## src/rtl/uart_rx_pkg.sv

```systemverilog
// uart_rx_pkg: shared FSM states, legal oversampling ratios and parity helper for uart_rx_ctrl
// The PARITY state exists only when UART_RX_PARITY_EN is defined.
package uart_rx_pkg;
  localparam logic [5:0] PRESC_8  = 6'd8;
  localparam logic [5:0] PRESC_16 = 6'd16;
  localparam logic [5:0] PRESC_32 = 6'd32;
`ifdef UART_RX_PARITY_EN
  typedef enum logic [2:0] {IDLE, START, DATA, PARITY, STOP} state_t;
`else
  typedef enum logic [2:0] {IDLE, START, DATA, STOP} state_t;
`endif
  function automatic logic [5:0] legal_prescale(input logic [5:0] p);
    return (p == PRESC_8 || p == PRESC_16 || p == PRESC_32) ? p : PRESC_8;
  endfunction
  function automatic logic par_bit(input logic [31:0] d, input logic odd);
    return (^d) ^ odd;
  endfunction
endpackage

```

## src/rtl/data_sampling_RX.sv

```systemverilog
// data_sampling_RX: 2-of-3 majority vote of RX_IN around the bit centre
module data_sampling_RX (
  input  logic       CLK_rx,
  input  logic       RST_rx,
  input  logic       RX_IN,
  input  logic       en,
  input  logic [5:0] edge_cnt,
  input  logic [5:0] half,
  output logic       sampled_bit
);
  logic [2:0] s;
  always_ff @(posedge CLK_rx or negedge RST_rx)
    if (!RST_rx) begin
      s <= 3'b0;
      sampled_bit <= 1'b0;
    end else if (en) begin
      if (edge_cnt == half - 6'd1) s[0] <= RX_IN;
      if (edge_cnt == half) s[1] <= RX_IN;
      if (edge_cnt == half + 6'd1) s[2] <= RX_IN;
      if (edge_cnt == half + 6'd2) sampled_bit <= (s[0] & s[1]) | (s[0] & s[2]) | (s[1] & s[2]);
    end
endmodule

```

## src/rtl/uart_rx_ctrl.sv

```systemverilog
// uart_rx_ctrl: oversampled UART receive controller (IDLE/START/DATA/[PARITY]/STOP)
// Define UART_RX_PARITY_EN to add PAR_EN, PAR_TYP, Par_Error and the PARITY state.
module uart_rx_ctrl
  import uart_rx_pkg::*;
#(
  parameter int DATA_WIDTH = 8
) (
  input  logic                  CLK_rx,
  input  logic                  RST_rx,
  input  logic                  RX_IN,
  input  logic [5:0]            Prescale,
`ifdef UART_RX_PARITY_EN
  input  logic                  PAR_EN,
  input  logic                  PAR_TYP,
  output logic                  Par_Error,
`endif
  input  logic                  Stop_Error,
  output logic                  stp_chk_en,
  output logic                  sampled_bit,
  output logic [DATA_WIDTH-1:0] P_DATA,
  output logic                  data_valid
);
  localparam int BW = $clog2(DATA_WIDTH + 1);
  state_t state;
  logic [5:0] p, ec, half;
  logic [BW-1:0] bc;
  logic [DATA_WIDTH-1:0] sh;
  logic last, frame_ok;
  assign half = p >> 1;
  assign last = ec == p - 6'd1;
`ifdef UART_RX_PARITY_EN
  assign frame_ok = !Stop_Error && !Par_Error;
`else
  assign frame_ok = !Stop_Error;
`endif
  data_sampling_RX u_samp (
    .CLK_rx(CLK_rx),
    .RST_rx(RST_rx),
    .RX_IN(RX_IN),
    .en(state != IDLE),
    .edge_cnt(ec),
    .half(half),
    .sampled_bit(sampled_bit)
  );
  always_ff @(posedge CLK_rx or negedge RST_rx)
    if (!RST_rx) begin
      state <= IDLE;
      p <= 6'd0;
      ec <= 6'd0;
      bc <= '0;
      sh <= '0;
      P_DATA <= '0;
      data_valid <= 1'b0;
      stp_chk_en <= 1'b0;
`ifdef UART_RX_PARITY_EN
      Par_Error <= 1'b0;
`endif
    end else begin
      data_valid <= 1'b0;
      stp_chk_en <= 1'b0;
      ec <= (state == IDLE || last) ? 6'd0 : ec + 6'd1;
      case (state)
        IDLE:
          if (!RX_IN) begin
            state <= START;
            p <= legal_prescale(Prescale);
          end
        START:
          if (last) state <= sampled_bit ? IDLE : DATA;
        DATA:
          if (last) begin
            sh <= DATA_WIDTH'({sampled_bit, sh} >> 1);
            bc <= bc + 1'b1;
            if (bc == BW'(DATA_WIDTH - 1)) begin
              bc <= '0;
`ifdef UART_RX_PARITY_EN
              state <= PAR_EN ? PARITY : STOP;
              if (!PAR_EN) Par_Error <= 1'b0;
`else
              state <= STOP;
`endif
            end
          end
`ifdef UART_RX_PARITY_EN
        PARITY:
          if (last) begin
            Par_Error <= par_bit(32'(sh), PAR_TYP) != sampled_bit;
            state <= STOP;
          end
`endif
        STOP: begin
          if (ec == half + 6'd2) stp_chk_en <= 1'b1;
          if (last) begin
            data_valid <= frame_ok;
            if (frame_ok) P_DATA <= sh;
            // a start bit already on the line goes straight to START so back-to-back frames keep their timing
            state <= RX_IN ? IDLE : START;
            if (!RX_IN) p <= legal_prescale(Prescale);
          end
        end
        default: state <= IDLE;
      endcase
    end
endmodule

```

## config.mk

```make
export PLATFORM = sky130hd
export DESIGN_NAME = uart_rx_ctrl
export DESIGN_NICKNAME = d
export VERILOG_FILES = /design/src/rtl/uart_rx_pkg.sv /design/src/rtl/data_sampling_RX.sv /design/src/rtl/uart_rx_ctrl.sv
export SDC_FILE = /design/constraint.sdc
export NUM_CORES = 1
export LEC_CHECK = 0
export BUFFER_PORTS_ARGS = -buffer_cell sky130_fd_sc_hd__buf_2
export CAP_MARGIN = 10
export CORE_ASPECT_RATIO = 0.5
export CORE_MARGIN = 2
export CORE_UTILIZATION = 54
export DETAILED_ROUTE_END_ITERATION = 8
export PLACE_DENSITY = 0.74
export SLEW_MARGIN = 15
export SYNTH_ARGS = -nofsm -noshare
export SYNTH_HDL_FRONTEND = slang
export SYNTH_SLANG_ARGS = --single-unit
```

## constraint.sdc

```tcl
create_clock -name CLK_rx -period 2.6 [get_ports CLK_rx]
set_clock_uncertainty 0.15 [all_clocks]
set_input_delay 0.13 -clock CLK_rx [delete_from_list [all_inputs] [get_ports CLK_rx]]
set_output_delay 0.13 -clock CLK_rx [all_outputs]
set_load 0.01 [all_outputs]
```

==> impl_metrics.ini <==
[global_routing]
grt-ovfl-total = 0
grt_max_degree = 41
grt_pass1_wl_um = 9100
grt.total_usage_pct = 23.5
grt_pass1_vias = 1876
antenna_found_initial = 0

[yosys]
post-synth-top-area-cell = dfrtp_1
async_reset_ff_share_pct = 100
yosys_register_bits = 40
synth_area_leaders = dfrtp_1, mux2_2, xor2_1
yosys-top-cells-count = dfrtp_1, nand2_1, xor2_1, nor2_1, mux2_2
yosysWarnings = 0
synth_most_common_cell = dfrtp_1
synth_area_sq_mm = 0.00244
netlist-cell-type-count = 46
synth_ff_type = dfrtp_1
syn-instance-count = 233
synth_edf_count = 0
syn_nets = 252
synth_area_per_cell_sq_um = 10.5
ys_seq_area_share_pct = 41.1
synth_top_cell_area_share_pct = 41.1

[timing]
fin_setup_tns_ns = 0
slew_headroom_pct = 42.6
max_freq_mhz = 399
fin_ws_ns = 0.0946
fin_crit_ns = 2.51
drv_slew = 0
post-route-period-util_pct = 96.4
hold_viol_final = 0
worst_pin_slew_ns = 0.861
setup_violations = 0

[clock_network]
cts_buffers = 5
clk_latency_ns = 0.31
cts-root-buf = clkbuf_8
cts_sinks = 40
cts_tree = done
path_clk_slew_ns = 0.08
htree_levels = 2
clk_path_buf_depth = 2

[detailed_routing]
drt-wirelength-per-cell_um = 17.0
drt-total-wl_um = 5440
first_iter_violations = 103
viasPerCell = 5.93
drtPass1Iterations = 5
postRouteAntennaNets = 0
num_vias = 1902
post-route-drc-count = 0

[cells_and_area]
drive_gt1_share_pct = 23.5
nets = 282
ff_latch_area_sq_mm = 0.00100
n_fill_cell = 338
area_delta_synth_final_pct = 14.3
insertedDiodeCount = 0
multi_input_area_sq_mm = 0.00135

[power_and_ir_drop]
irDropWorstVdd_uv = 598
power.total_uw = 2790
p_comb_share_pct = 47.1
powerDensity_mw_per_mm2 = 1000
power.internal_uw = 1590
p_sw_share_pct = 42.9
seqPwrFrac_pct = 33.9
leakagePower_uw = 0.00130
p_sw_uw = 1200
clock_power_share_pct = 19.0

[critical_path]
worst-path-buf-inv = 1
slowest_delay_ns = 0.59
worstPathRequired_ns = 2.64
crit_family = simple AND/OR/NAND/NOR gates
critPathKind = flip-flop to flip-flop
crit_arrival_ns = 2.55
cp-start-kind = flip-flop
endpoint_kind = flip-flop
crit_fanout = 7
slowest_stage = or4_4
path_cells = inv_1 > ha_1 > xor2_1 > xnor2_2 > nand3_4 > or4_4 > a311o_1

[outcome]
status = finished clean

[flow_run]
drv_cap = 0

[place]
gp_congestion = 0.908
place_hpwl_um = 3950
place_ws_ns = 0.0663
port-buffer-count = 20

[floorplanning]
io_pins = 21
rows = 17
core_area_sq_mm = 0.00436
die_width_um = 99.0
start_util_pct = 55.9
die_area_sq_mm = 0.00510
die_y_um = 51.5

[min_path]
hold_class = input port to flip-flop
[area by class of cell]
type | instances | share of cell area (%)
Inverter | 11 | 1.48
Sequential cell | 40 | 35.9
Tap cell | 57 | 2.56
Multi-Input combinational cell | 171 | 48.4
Timing Repair Buffer | 34 | 7.54
Clock inverter | 3 | 1.66
Clock buffer | 5 | 2.47
[repair_timing]
| item | 4_1_cts | 5_1_grt |
|---|---|---|
| hold endpoints to repair | 41 | 0 |
| endpoints found under the setup margin | 0 | 21 |
| hold buffers | 2 | 0 |
| setup buffers | 0 | 1 |
| resized for setup | 0 | 4 |
[cells in the final DEF (no fill, tap or decap), drive strengths merged, types with 8 or more instances in the layout]
| cell type | count |
|---|---|
| nor3 | 9 |
| ha | 9 |
| nand3 | 8 |
| inv | 11 |
| dfrtp | 40 |
| a21oi | 10 |
| buf | 32 |
| mux2 | 24 |
| xnor2 | 11 |
| nor2 | 14 |
| xor2 | 15 |
| nand2 | 15 |
[power groups by stage]
stage / logic, uW / clock network (uW) / registers (uW)
after floorplan: 1080 / 0 / 824
after global routing: 1430 / 562 / 973
after detailed placement: 1240 / 0 / 947
after global placement: 1210 / 0 / 941
final: 1310 / 531 / 945
after CTS: 1260 / 539 / 933
[registers in the layout, indices dropped and copies added (netlist names)]
signal              count
sh                      8
u_samp.sampled_bit      1
stp_chk_en              1
u_samp.s                3
P_DATA                  8
state                   2
data_valid              1
ec                      6
bc                      4
p                       6
[through the flow]
step | hold WS (ns) | util, % | std cells | cell area, sq um
3_3_place_gp | 0.127 | 60.1 | 310 | 2620
4_1_cts | 0.0968 | 63.2 | 320 | 2750
5_1_grt | 0.129 | 63.9 | 321 | 2790
6_report | 0.116 | 63.9 | 321 | 2790
3_5_place_dp | 0.138 | 60.1 | 310 | 2620
2_1_floorplan | -0.316 | - | 233 | 2440
[metal layers]
metal  up-vias  GRT usage (%)  wire length [um]
met2        68           37.8              2580
li1        899              -                 -
met5         -              0                 0
met4         0           7.53                78
met1       928           30.3              2430
met3         7           7.93               352
[worst paths after layout]
path | to | cells past startpoint | slack [ns] | start
worst max-delay path | p[3]$_DFFE_PN0P_ | 7 | 0.09 | p[0]$_DFFE_PN0P_
worst min-delay path | u_samp.s[2]$_DFFE_PN0P_ | 2 | 0.12 | RX_IN
max in group asynchronous | p[2]$_DFFE_PN0P_ | 2 | 1.42 | RST_rx
worst min register to register | sh[0]$_DFFE_PN0P_ | 1 | 0.35 | sh[0]$_DFFE_PN0P_
min in group asynchronous | sh[4]$_DFFE_PN0P_ | 2 | 0.34 | RST_rx
worst max register to register | p[3]$_DFFE_PN0P_ | 7 | 0.09 | p[0]$_DFFE_PN0P_
[cells by family after synthesis]
| family | Yosys count | share of synthesized area (%) |
|---|---|---|
| buf+inv | 22 | 4.67 |
| compound gates | 37 | 10.8 |
| fa+ha+maj | 10 | 5.03 |
| xor+xnor | 26 | 9.65 |
| simple gates | 74 | 17.7 |
| mux | 24 | 11.1 |
| flops | 40 | 41.1 |
No activity file was read; power rests on OpenSTA's default activity.
